### config.mk
export PLATFORM = sky130hd
export DESIGN_NAME = if_fetch
export DESIGN_NICKNAME = d
export VERILOG_FILES = /design/src/rtl/if_fetch_pkg.sv /design/src/rtl/if_pc_gen.sv /design/src/rtl/if_fetch.sv
export SDC_FILE = /design/constraint.sdc
export NUM_CORES = 1
export LEC_CHECK = 0
export ABC_AREA = 1
export BUFFER_PORTS_ARGS = -buffer_cell sky130_fd_sc_hd__buf_2
export CAP_MARGIN = 20
export CORE_UTILIZATION = 50
export CTS_CLUSTER_DIAMETER = 100
export DETAILED_ROUTE_END_ITERATION = 10
export MAX_ROUTING_LAYER = met4
export PLACE_DENSITY = 0.81
export SYNTH_ARGS = -nofsm -noshare
export SYNTH_HDL_FRONTEND = slang
export SYNTH_SLANG_ARGS = --single-unit
### constraint.sdc
create_clock -name clk -period 1.9 [get_ports clk]
set_input_delay 0.095 -clock clk [delete_from_list [all_inputs] [get_ports clk]]
set_output_delay 0.095 -clock clk [all_outputs]
set_load 0.1 [all_outputs]
### src/rtl/if_fetch_pkg.sv
// Shared pipeline package: opcode constants, default NOP encoding,
// fetch FSM state encoding and a word-alignment helper.
// Used by the fetch, decode and execute stages.
package if_fetch_pkg;

  // RV32I major opcodes (insn[6:0])
  localparam logic [6:0] OP_LUI    = 7'b0110111;
  localparam logic [6:0] OP_AUIPC  = 7'b0010111;
  localparam logic [6:0] OP_JAL    = 7'b1101111;
  localparam logic [6:0] OP_JALR   = 7'b1100111;
  localparam logic [6:0] OP_BRANCH = 7'b1100011;
  localparam logic [6:0] OP_LOAD   = 7'b0000011;
  localparam logic [6:0] OP_STORE  = 7'b0100011;
  localparam logic [6:0] OP_IMM    = 7'b0010011;
  localparam logic [6:0] OP_REG    = 7'b0110011;

  localparam logic [31:0] NOP_INSN_DEFAULT = 32'h0000_0000;
  localparam logic [31:0] PC_STEP          = 32'd4;

  typedef enum logic [1:0] {
    SEND    = 2'd0,
    WAIT    = 2'd1,
    HOLD    = 2'd2,
    DISCARD = 2'd3
  } if_state_e;

  function automatic logic [31:0] word_align(input logic [31:0] addr);
    return {addr[31:2], 2'b00};
  endfunction

endpackage

### src/rtl/if_pc_gen.sv
// Fetch PC generator: holds fetch_pc, steps it by 4 (wrapping modulo 2^32)
// and loads a word-aligned redirect target.
// Ports:
//   clk, reset  - clock, synchronous active-low reset
//   load        - redirect; load_pc takes priority over step
//   load_pc     - redirect target (low two bits dropped)
//   step        - advance to the next sequential word
//   fetch_pc    - current fetch address, always word aligned
module if_pc_gen
  import if_fetch_pkg::*;
#(
  parameter logic [31:0] RESET_PC = 32'h0000_0000
) (
  input  logic        clk,
  input  logic        reset,
  input  logic        load,
  input  logic [31:0] load_pc,
  input  logic        step,
  output logic [31:0] fetch_pc
);

  always_ff @(posedge clk) begin
    if (!reset) begin
      fetch_pc <= word_align(RESET_PC);
    end else if (load) begin
      fetch_pc <= word_align(load_pc);
    end else if (step) begin
      fetch_pc <= fetch_pc + PC_STEP;
    end
  end

endmodule

### src/rtl/if_fetch.sv
// Instruction fetch stage: issues one request at a time to instruction
// memory, holds the returned word for decode until it is consumed, and
// handles redirects, including dropping a response still in flight.
// Ports:
//   clk, reset                      - clock, synchronous active-low reset
//   EX_kick_up                      - decode consumed the held instruction
//   EX_flush, EX_branch_target      - redirect request and new PC
//   imem_req, imem_addr             - one-cycle fetch request and address
//   imem_valid, imem_rdata          - memory response strobe and data
//   instruction, IF_pc, IF_valid    - held instruction, its PC, valid flag
//   IF_ID_kick_up                   - pulse on first instruction after reset/flush
//
// state   | meaning
// SEND    | request driven this cycle at fetch_pc
// WAIT    | request outstanding, waiting for imem_valid
// HOLD    | instruction held for decode until EX_kick_up
// DISCARD | redirected with a request in flight; drop its response
module if_fetch
  import if_fetch_pkg::*;
#(
  parameter logic [31:0] RESET_PC = 32'h0000_0000,
  parameter logic [31:0] NOP_INSN = NOP_INSN_DEFAULT
) (
  input  logic        clk,
  input  logic        reset,
  input  logic        EX_kick_up,
  input  logic        EX_flush,
  input  logic [31:0] EX_branch_target,
  output logic        imem_req,
  output logic [31:0] imem_addr,
  input  logic        imem_valid,
  input  logic [31:0] imem_rdata,
  output logic [31:0] instruction,
  output logic [31:0] IF_pc,
  output logic        IF_valid,
  output logic        IF_ID_kick_up
);

  if_state_e   state;
  if_state_e   state_next;
  logic        capture;
  logic        consume;
  logic        first_flag;
  logic [31:0] fetch_pc;

  if_pc_gen #(
    .RESET_PC(RESET_PC)
  ) u_pc_gen (
    .clk     (clk),
    .reset   (reset),
    .load    (EX_flush),
    .load_pc (EX_branch_target),
    .step    (consume),
    .fetch_pc(fetch_pc)
  );

  always_ff @(posedge clk) begin
    if (!reset) begin
      state <= SEND;
    end else begin
      state <= state_next;
    end
  end

  always_comb begin
    state_next = state;
    capture    = 1'b0;
    consume    = 1'b0;
    if (EX_flush) begin
      // A request is still in flight unless WAIT sees its response now.
      case (state)
        SEND:    state_next = DISCARD;
        WAIT:    state_next = imem_valid ? SEND : DISCARD;
        DISCARD: state_next = DISCARD;
        default: state_next = SEND;
      endcase
    end else begin
      case (state)
        SEND: state_next = WAIT;
        WAIT: begin
          if (imem_valid) begin
            capture    = 1'b1;
            state_next = HOLD;
          end
        end
        HOLD: begin
          if (EX_kick_up) begin
            consume    = 1'b1;
            state_next = SEND;
          end
        end
        DISCARD: begin
          if (imem_valid) begin
            state_next = SEND;
          end
        end
        default: state_next = SEND;
      endcase
    end
  end

  // Gated by reset so no request escapes while reset is held.
  assign imem_req  = reset && (state == SEND);
  assign imem_addr = word_align(fetch_pc);

  always_ff @(posedge clk) begin
    if (!reset) begin
      instruction   <= NOP_INSN;
      IF_pc         <= 32'h0000_0000;
      IF_valid      <= 1'b0;
      IF_ID_kick_up <= 1'b0;
      first_flag    <= 1'b1;
    end else if (EX_flush) begin
      instruction   <= NOP_INSN;
      IF_valid      <= 1'b0;
      IF_ID_kick_up <= 1'b0;
      first_flag    <= 1'b1;
    end else begin
      IF_ID_kick_up <= 1'b0;
      if (capture) begin
        instruction <= imem_rdata;
        IF_pc       <= fetch_pc;
        IF_valid    <= 1'b1;
      end else if (consume) begin
        instruction <= NOP_INSN;
        IF_valid    <= 1'b0;
      end
      // IF_valid is high for the first time since reset/flush: pulse once.
      if (IF_valid && first_flag) begin
        IF_ID_kick_up <= 1'b1;
        first_flag    <= 1'b0;
      end
    end
  end

endmodule
==> reports/qor.yml <==
critical_path_arrival_ns: 2.03
powerDensity_mw_per_mm2: 897
dieArea_mm2: 0.00947
required_ns: 2.20
grt_pass1_vias: 4824
cts_buffer_depth: 2
muxShareOfSynthArea: 0
whs_ns: 0.0199
drive_gt1_frac: 0.266
vdd_ir_drop_max_mv: 0.417
synth_seq_area_share: 0.428
critPathMaxFanout: 32
crit_family: "buffers and inverters"
rsz0062_at_grt: "no"
diodes: 0
reg2reg_depth: 10
grt.overflow.total: 0
synth-seq-cells: 97
synth_area_mm2: 0.00454
via_count: 5116
hold_path.class: "primary input to flop"
async_reset_ff_frac: 0
critPathLaunch: "state[0]$_SDFFE_PN0P_"
yosysTopAreaCell: "dfxtp_1"
critical_path.cell_chain: "inv_1 -> ha_1 -> nand2_2 -> nor2_2 -> inv_1 -> nand2_1 -> inv_1 -> buf_12 -> nand2_1 -> a21oi_1"
yosysMostFrequentCell: "nand2_1"
grt_pass1_wl_um: 22600
worst_slack_ns: 0.167
slowest_delay_ns: 0.39
grt_max_degree: 82
syn_area_per_cell_um2: 6.83
die_height_um: 97.3
synth_edf_count: 0
setup_viol: 0
core-area_mm2: 0.00876
cts-root-buf: "clkbuf_8"
synth_compound_area_frac: 0.164
initial_core_util: 0.518
port_buffers: 161
placed_area_mm2: 0.00550
cts.htree.levels: 3
synth_top_area_frac: 0.428
crit_buf_inv: 4
wl_um: 14300
fin_skew_ns: 0.0172
cts_made_buffers: 9
timing.final.crit_share: 0.912
routabilityCongestion: 0.943
violations: "DRC"
ios: 168
clkSinkCount: 97
place_hpwl_um: 9670
cts_tree: "built"
ant_nets: 0
ys_top_cells_by_area: "dfxtp_1, nand2_1, a21oi_1, nor2_1, o21ai_0"
die_w_um: 97.3
worst_slew_margin_rel: 0.657
r2r_start: "state[0]$_SDFFE_PN0P_"
cpMaxStageDelayCell: "dfxtp_2"
antenna_found_initial: 0
vias_per_cell: 5.27
status: "complete, but fails checks"
grt_usage: 0.305
ys_warn_count: 0
final_max_slew_viol_count: 0
criticalPathCategory: "flop to flop"
synthToLayoutAreaGrowth_pct: 34.7
fin_area_mm2: 0.00612
fill_cells: 721
wl_per_cell_um: 14.7
p_leak_nw: 2.80
dr.pass1.iters: 8
final_hold_viol_count: 0
first_iter_violations: 187
fin_nets: 933
min_delay_path_depth: 5
synth_cells: 665
startpoint_type: "flop"
clkSlewWorstSetupHoldPaths_ns: 0.12
placement_rows: 34
layout_min_cycle_time_ns: 1.73
clock.fmax_ghz: 0.577
cp_num_cells: 10
fin_util: 0.698
synthAdderAreaFrac: 0.0193
synthXorXnorAreaFrac: 0.0193
synth_simple_gate_area_frac: 0.291
drc: 1
ys_types: 32
hold_start: "EX_branch_target[18]"
cpMostUsedCell: "inv_1"
clk_latency_ns: 0.38
worst_pin_slew_ns: 0.517
cap_violations: 0
synth_top_family_by_area: "simple AND/OR/NAND/NOR gates"
ys.flop_type: "dfxtp_1"
dpl_worst_slack_ns: 0.173
endpoint_kind: "flop"
synth_common_cells: "nand2_1, dfxtp_1, nor2_1"
-- flip-flops by register name, summed over array words and instances, names as in the netlist --
name / flops
IF_ID_kick_up: 1
state: 2
u_pc_gen.fetch_pc: 30
instruction: 32
IF_pc: 30
first_flag: 1
IF_valid: 1
-- power by group --
group	internal (mW)	switching, mW	leakage [nW]	total [mW]
clock network	0.526	0.850	0.103	1.38
logic	0.403	1.42	1.90	1.82
registers	2.17	0.121	0.798	2.29
-- final timing paths --
path / endpoint / slack [ns]
worst max-delay path: instruction[15]$_SDFFE_PP0P_ / 0.17
worst min-delay path: u_pc_gen.fetch_pc[18]$_SDFFE_PN0P_ / 0.02
worst max register to register: instruction[15]$_SDFFE_PP0P_ / 0.17
worst min register to register: IF_ID_kick_up$_SDFF_PP0_ / 0.44
-- what timing repair did --
action | 4_1_cts | 5_1_grt
setup endpoints to repair | 0 | 22
hold buffers | 38 | 0
endpoints found under the hold margin | 38 | 0
setup buffers | 0 | 0
gates resized for setup | 0 | 3
-- routing by layer --
layer	track usage	up-vias	share of wire
li1	-	2513	-
met1	0.358	2306	0.41
met2	0.509	250	0.49
met3	0.0518	47	0.068
met4	0.141	0	0.032
met5	-	-	0
-- kinds of logic after synthesis --
logic type / Yosys count
simple gates: 324
compound gates: 141
flops: 97
buf+inv: 85
xor+xnor: 10
fa+ha+maj: 7
other cells: 1
-- final cells by class --
class / instances / area (um^2) / area share
inverters: 52 / 195 / 0.0319
well taps: 108 / 135 / 0.0221
repair buffers: 211 / 1350 / 0.221
flip-flops and latches: 97 / 1970 / 0.322
clock inverters: 7 / 81.3 / 0.0133
clock buffers: 9 / 124 / 0.0202
multi-input cells: 486 / 2260 / 0.369
-- cell usage in the layout, fill, tap and decap left out, drive strengths merged --
| cell type | n |
|---|---|
| ha | 7 |
| dlygate4sd3 | 38 |
| nand3b | 2 |
| a21o | 1 |
| nand4 | 3 |
| a22o | 4 |
| nor3 | 3 |
| xor2 | 7 |
| clkbuf | 10 |
| o22ai | 1 |
| inv | 55 |
| a21oi | 73 |
| xnor2 | 3 |
| nand3 | 26 |
| nor2 | 83 |
| o21ai | 51 |
| conb | 4 |
| a31oi | 9 |
| clkinv | 4 |
| nand2 | 207 |
| dfxtp | 97 |
| buf | 172 |
| a211oi | 2 |
-- per-stage QoR --
step           TNS (ns)  total power, mW  cells
6_report              0             5.49    970
3_5_place_dp          0             4.05    915
5_1_grt               0             5.70    970
4_1_cts               0             5.45    969
3_3_place_gp          0             4.00    915
2_1_floorplan  -0.00434             3.69    668
-- worst reg2reg max path, delay by kind of cell (launching register included) --
kind	cells	cell delay, ns
AOI/OAI and AO/OA	1	0.21
adders and majority gates	1	0.24
DFF	1	0.39
buffers and inverters	4	0.49
and+or+nand+nor	4	0.34
Power figures use the tool's default switching activity.
